--- src/rtl/cp0_irq_ctrl.sv ---
// CP0 interrupt controller: SR/Cause/EPC/PRId registers, a one-cycle hwint
// sampler, an armed flag and a RUN/HANDLER state machine that drives the
// take-interrupt request to the next-PC unit.
module cp0_irq_ctrl (
  input  logic        clk,
  input  logic        rst,
  input  logic [5:0]  hwint,
  input  logic        PCWr,
  input  logic [29:0] pc_next,
  input  logic        eret,
  input  logic        mtc0,
  input  logic [4:0]  sel,
  input  logic [31:0] wdata,
  output logic [31:0] rdata,
  output logic        irq,
  output logic [29:0] epc,
  output logic        exl
);

  localparam int unsigned HW_W   = 6;
  localparam int unsigned PC_W   = 30;
  localparam int unsigned DATA_W = 32;

  localparam logic [4:0]        SEL_SR    = 5'd12;
  localparam logic [4:0]        SEL_CAUSE = 5'd13;
  localparam logic [4:0]        SEL_EPC   = 5'd14;
  localparam logic [4:0]        SEL_PRID  = 5'd15;
  localparam logic [DATA_W-1:0] PRID_VAL  = 32'h0000_0100;

  typedef enum logic {
    RUN     = 1'b0,
    HANDLER = 1'b1
  } state_t;

  state_t          state, state_next;
  logic [HW_W-1:0] im;
  logic            ie;
  logic [HW_W-1:0] ip;
  logic [PC_W-1:0] epc_q;
  logic            armed;

  logic wr_sr;
  logic wr_epc;
  logic do_eret;

  // Strobe decode: every CP0 side effect is qualified by the PC update.
  always_comb begin
    wr_sr   = mtc0 && PCWr && (sel == SEL_SR);
    wr_epc  = mtc0 && PCWr && (sel == SEL_EPC);
    do_eret = eret && PCWr;
    irq     = armed && PCWr && !eret;
  end

  // EXL state register; the FSM state is SR.EXL itself.
  always_ff @(posedge clk) begin
    if (rst) state <= RUN;
    else     state <= state_next;
  end

  // Next state: mtc0 write, then eret clears, then a take sets (take wins).
  always_comb begin
    state_next = state;
    if (wr_sr)   state_next = wdata[1] ? HANDLER : RUN;
    if (do_eret) state_next = RUN;
    if (irq)     state_next = HANDLER;
  end

  // SR mask/enable, IP sampler, EPC and the registered armed flag.
  always_ff @(posedge clk) begin
    if (rst) begin
      im    <= '0;
      ie    <= 1'b0;
      ip    <= '0;
      epc_q <= '0;
      armed <= 1'b0;
    end else begin
      ip    <= hwint;
      armed <= (|(ip & im)) && ie && (state == RUN);
      if (wr_sr) begin
        im <= wdata[15:10];
        ie <= wdata[0];
      end
      if (irq)         epc_q <= pc_next;
      else if (wr_epc) epc_q <= wdata[31:2];
    end
  end

  // mfc0 read mux.
  always_comb begin
    rdata = '0;
    case (sel)
      SEL_SR:    rdata = {16'b0, im, 8'b0, exl, ie};
      SEL_CAUSE: rdata = {16'b0, ip, 10'b0};
      SEL_EPC:   rdata = {epc_q, 2'b00};
      SEL_PRID:  rdata = PRID_VAL;
      default:   rdata = '0;
    endcase
  end

  assign exl = (state == HANDLER);
  assign epc = epc_q;

endmodule
--- config.mk ---
export PLATFORM = sky130hd
export DESIGN_NAME = cp0_irq_ctrl
export DESIGN_NICKNAME = d
export VERILOG_FILES = /design/src/rtl/cp0_irq_ctrl.sv
export SDC_FILE = /design/constraint.sdc
export NUM_CORES = 1
export LEC_CHECK = 0
export ABC_AREA = 0
export BUFFER_PORTS_ARGS = -buffer_cell sky130_fd_sc_hd__buf_4
export CAP_MARGIN = 20
export CORE_MARGIN = 2
export CORE_UTILIZATION = 39
export DETAILED_ROUTE_END_ITERATION = 10
export HOLD_SLACK_MARGIN = 0.08
export PLACE_DENSITY_LB_ADDON = 0.05
export SLEW_MARGIN = 0
export SYNTH_ARGS = -nofsm -noshare
export SYNTH_HDL_FRONTEND = slang
export SYNTH_SLANG_ARGS = --single-unit
--- constraint.sdc ---
create_clock -name clk -period 1.6 [get_ports clk]
set_input_delay 0.32 -clock clk [delete_from_list [all_inputs] [get_ports clk]]
set_output_delay 0.32 -clock clk [all_outputs]
set_load 0.02 [all_outputs]
==> impl_metrics.toml, run 1 <==
[setup_path]
cp.arrival_ps = 1450
crit_type = "in -> out"
crit_chain = "buf_8 > nand3b_1 > nor3b_4 > buf_12 > clkbuf_16 > and2_2 > buf_6"
crit_required_ps = 1280
slowest_stage = "nor3b_4"
worstPathMaxFanout = 11
endpoint_kind = "primary output"
critPathLaunchType = "input pin"
cpPeakStageDelay_ps = 260

[synthesis]
synth_common_cells = "dfxtp_1, o21ai_0, nand3_1"
synth.most_common_cell = "dfxtp_1"
synth_top_area_cell = "dfxtp_1"
yosys-top-cells-area = "dfxtp_1, a311oi_1, o21ai_0"
synth_top_area_share_pct = 37.87
synth_nets = 369
yosysWarningCount = 0
yosys_register_bits = 45
yosysUniqueCellTypes = 33
syn_inst = 291
postSynthAreaPerCell_sq_um = 8.174
ys_seq_area_share_pct = 37.87
ys_async_sr_fraction_pct = 0
ys.flop_type = "dfxtp_1"
netlist_area_sq_um = 2379
synth_edf_count = 0

[placed_design]
hpwlAfterDp_um = 5901
place.gp.congestion = 0.8544
place_area_sq_um = 3659
io_buffers = 141

[cts]
ctsRootBufferMaster = "clkbuf_8"
clockBufferDepth = 2
htree_levels = 2
clk_pin_slew_ps = 80
numCtsBuffers = 5
clk_latency_ps = 300
hold_buffers = 0
cts_sinks = 45
cts_tree = "yes"

[grt]
grt_start_max_net_pins = 33
grt_usage_pct = 23.77
grt_pass1_vias = 2511
antenna_found_initial = 0
grt_pass1_wl_um = 12370
grt-ovfl-total = 0

[floorplanning]
rows = 28
initial_core_util_pct = 40.17
die_h_um = 82.10
fp.dieW_um = 82.10
fp.dieArea_sq_um = 6740
core_area_sq_um = 5921
io_pins = 142

[final_layout]
area_growth_pct = 69.12
diodes = 0
nets = 513
drive_above_1_share_pct = 48.62
fin_area_sq_um = 4023

[detailed_routing]
detail-route-antenna-nets = 0
dr_total_vias = 2841
drt_iter0_drc = 117
wl_per_cell_um = 16.62
vias_per_cell = 5.560
postRouteWirelength_um = 8495
drc_errors = 0
firstDrtPassIters = 6

[sta]
setup_violations = 27
slew_violations = 0
max_freq_ghz = 0.5646
worst_pin_slew_ps = 347.1
fin_crit_sh_pct = 110.7
skew_ps = 2.380
rsz0062_at_grt = "true"
slew_headroom_pct = 76.86
hold_viol = 0
setup_ws_ps = -171.2
min_period_ps = 1771

[run_status]
failed_checks = "setup timing"
status = "finished, violations left"

[power_and_ir_drop]
max-vdd-ir-drop_uv = 460.5
power_density_nw_per_um2 = 547.7
leakage_nw = 1.663
p_total_mw = 2.203

[flow_run]
cap_viol_max_count = 0

[worst_hold_path]
hold_class = "in -> reg"
where the power goes:
part / leakage (nW) / switching, mW / internal, mW / total [mW]
combinational: 1.26 / 0.159 / 0.214 / 0.373
clock: 0.0395 / 0.379 / 0.311 / 0.690
sequential: 0.364 / 0.00903 / 1.13 / 1.14
per-stage QoR:
step / hold WS (ps) / TNS (ps) / utilization [%] / cells / setup slack [ps]
after floorplan: 416.7 / -366.1 / - / 291 / -71.75
after global placement: 460.6 / -1589 / 61.79 / 497 / -81.31
after detailed placement: 464.8 / -2263 / 61.79 / 497 / -94.56
final: 226.3 / -3727 / 67.94 / 511 / -171.2
after CTS: 226.0 / -1491 / 65.09 / 505 / -65.99
after global routing: 235.3 / -4209 / 67.94 / 511 / -187.8
area by class of cell:
type / count / area (sq um)
fill: 507 / 1898
timing repair buffer: 170 / 1499
multi-input combinational: 212 / 1445
sequential: 45 / 900.9
tap: 75 / 93.84
clock buffer: 8 / 80.08
inverter: 1 / 3.754
registers in the layout, summed over array words and instances (netlist names):
signal	cells
armed	1
epc	30
ie	1
im	6
ip	6
exl	1
routing by layer:
| layer | wire [um] | vias to the layer above | track usage [%] |
|---|---|---|---|
| met5 | 0 | - | 0 |
| met4 | 170 | 0 | 7.667 |
| met3 | 706 | 16 | 5.217 |
| met1 | 3521 | 1337 | 30.37 |
| met2 | 4096 | 128 | 39.84 |
| li1 | - | 1360 | - |
critical path, delay by kind of cell:
family	cells	cell delay (ps)
buffers and inverters	4	500
and+or+nand+nor	3	620
what timing repair did:
action / 4_1_cts / 5_1_grt
cloned: 0 / 2
gates resized for setup: 27 / 23
endpoints found under the setup margin: 27 / 27
pin swaps: 2 / 3
buffers inserted: 0 / 4
layout by cell type, fill, tap and decap left out, drive strengths merged:
cell	netlist	routed
nor3b	3	3
a31oi	9	9
dfxtp	45	45
a221oi	5	5
and4bb	1	1
buf	13	168
nor2	26	26
a2bb2oi	2	2
clkinv	1	1
o211ai	2	2
nand2	5	5
nand3	28	28
a311oi	21	21
o21bai	9	9
a21oi	22	22
and3b	1	1
nand3b	3	3
nor2b	7	7
and2	23	23
clkbuf	20	10
o21ai	37	37
nand4bb	1	1
nand4b	1	1
a22o	1	1
nand4	1	1
and4b	1	1
mux2i	2	2
a22oi	1	1
kinds of logic after synthesis:
family	share of synthesized area (%)
AO/OA/AOI/OAI	29.25
AND/OR/NAND/NOR	24.09
flip-flops	37.87
buffers and inverters	7.943
multiplexers	0.8417
path summary, 6_finish.rpt:
kind	from	to	slack (ps)	cells after the start
setup / recovery	sel[4]	rdata[21]	-170	7
hold / removal	hwint[5]	ip[5]	230	2
setup reg to reg	armed	epc[8]	420	5
hold reg to reg	ie	armed	480	2
No activity file was read; power rests on OpenSTA's default activity.
==> run 2: changes to the inputs <==
CORE_UTILIZATION = 30   (was 39)
==> run 2 against run 1 <==
Effect of this change: routed wire length grew 2.3%; count of clock-buffer cells in the layout unchanged; largest power group unchanged; critical path depth fell by 1; clock skew grew 3.9 ps; flip-flop and latch count unchanged; worst hold slack got worse by 1.7 ps; the flow still finishes with violations (setup timing); utilization decreased by 16 points.
==> impl_metrics.toml, run 2 (synthesis gave the netlist of run 1 again) <==
[run_status]
status = "finished, violations left"
failed_checks = "setup timing"

[detailed_routing]
drc_errors = 0
postRouteWirelength_um = 8687
dr_total_vias = 2791
drt_iter0_drc = 83
wl_per_cell_um = 16.24
detail-route-antenna-nets = 0
vias_per_cell = 5.217
firstDrtPassIters = 4

[sta]
setup_ws_ps = -38.75
slew_violations = 0
max_freq_ghz = 0.6102
whs_ps = 224.6
worst_pin_slew_ps = 375.6
fin_crit_sh_pct = 102.4
setup_violations = 26
hold_viol = 0
rsz0062_at_grt = "true"
min_period_ps = 1639
skew_ps = 6.234
tns_ps = -488.5
slew_headroom_pct = 74.96

[cts]
clk_pin_slew_ps = 90
clockBufferDepth = 2
ctsRootBufferMaster = "clkbuf_8"
cts_sinks = 45
htree_levels = 2
numCtsBuffers = 5
clk_latency_ps = 300
cts_tree = "yes"
hold_buffers = 0

[final_layout]
fin_util_pct = 52.26
seq_area_sq_um = 900.9
multi_input_area_sq_um = 1441
area_growth_pct = 68.91
diodes = 0
fillers = 774
nets = 510
drive_above_1_share_pct = 48.27
fin_area_sq_um = 4018
final_cells = 535
layout_commonest_cell = "buf_4"
layout_common_cells = "buf_4, dfxtp_1, o21ai_0"
largest_reg_flops = 30

[placed_design]
dp_slack_ps = -110.7
dp_cells = 525
hpwlAfterDp_um = 6117
place.gp.congestion = 0.7813
place_area_sq_um = 3700
io_buffers = 141

[power_and_ir_drop]
max-vdd-ir-drop_uv = 273.5
leakage_nw = 1.648
power_density_nw_per_um2 = 550.5
p_total_mw = 2.212

[setup_path]
cp_top_family = "simple AND/OR/NAND/NOR gates"
crit_required_ps = 1280
cpPeakStageDelay_ps = 240
slowest_stage = "nor3b_2"
crit_type = "in -> out"
endpoint_kind = "primary output"
cp.arrival_ps = 1320
crit_path_start = "sel[4]"
worstPathMaxFanout = 23
crit_buf_inv = 3
critPathLaunchType = "input pin"
r2r_start = "armed"
crit_chain = "buf_8 > nand3b_1 > nor3b_2 > buf_12 > and2_2 > buf_6"

[worst_hold_path]
hold_class = "in -> reg"
min_from = "hwint[2]"

[flow_run]
cap_viol_max_count = 0

[floorplanning]
die_h_um = 93.04
rows = 32
initial_core_util_pct = 30.94
fp.dieArea_sq_um = 8656
io_pins = 142
fp.dieW_um = 93.04
core_area_sq_um = 7687

[grt]
grt_pass1_vias = 2647
grt_pass1_wl_um = 13620
grt_usage_pct = 19.65
antenna_found_initial = 0
grt_start_max_net_pins = 53
grt-ovfl-total = 0
==> run 2: changes by cell type in the layout (fill, tap and decap cells not counted), moves of 2 or more <==
cell and delta:
nor3b_2 +3, clkbuf_16 -2, and2_1 +2, nor3b_1 -2, and2_4 -10, buf_6 +2
and2_2 +8, nand2_2 -2, buf_4 -4
==> run 2: power by group <==
group          switching (mW)  internal (mW)  leakage (nW)  total [mW]
sequential            0.00948           1.13         0.364        1.14
clock                   0.390          0.312        0.0395       0.702
combinational           0.155          0.214          1.24       0.370
total                   0.555           1.66          1.65        2.21
==> run 2: worst paths after layout <==
check	to	slack, ps	cells after the start
hold reg to reg	armed	460	2
setup / recovery	rdata[20]	-40	6
hold / removal	ip[2]	220	2
setup reg to reg	epc[3]	390	5
==> run 2: metal layers <==
metal / vias to the layer above / GRT usage [%] / routed length [um]
li1: 1355 / - / -
met1: 1326 / 24.00 / 3642
met2: 100 / 34.90 / 4400
met3: 10 / 4.110 / 523
met4: 0 / 5.392 / 121
met5: - / 0 / 0
==> run 2: area by class of cell <==
| class | instances | area share (%) |
|---|---|---|
| timing repair buffer | 167 | 36.44 |
| multi-input combinational | 212 | 35.88 |
| sequential | 45 | 22.42 |
| tap | 102 | 3.177 |
| clock buffer | 8 | 1.993 |
| inverter | 1 | 0.09343 |
==> run 2: what timing repair did <==
action	4_1_cts	5_1_grt
cloned	1	0
setup buffers	0	1
resized for setup	42	5
pin swaps	7	3
setup endpoints to repair	29	30
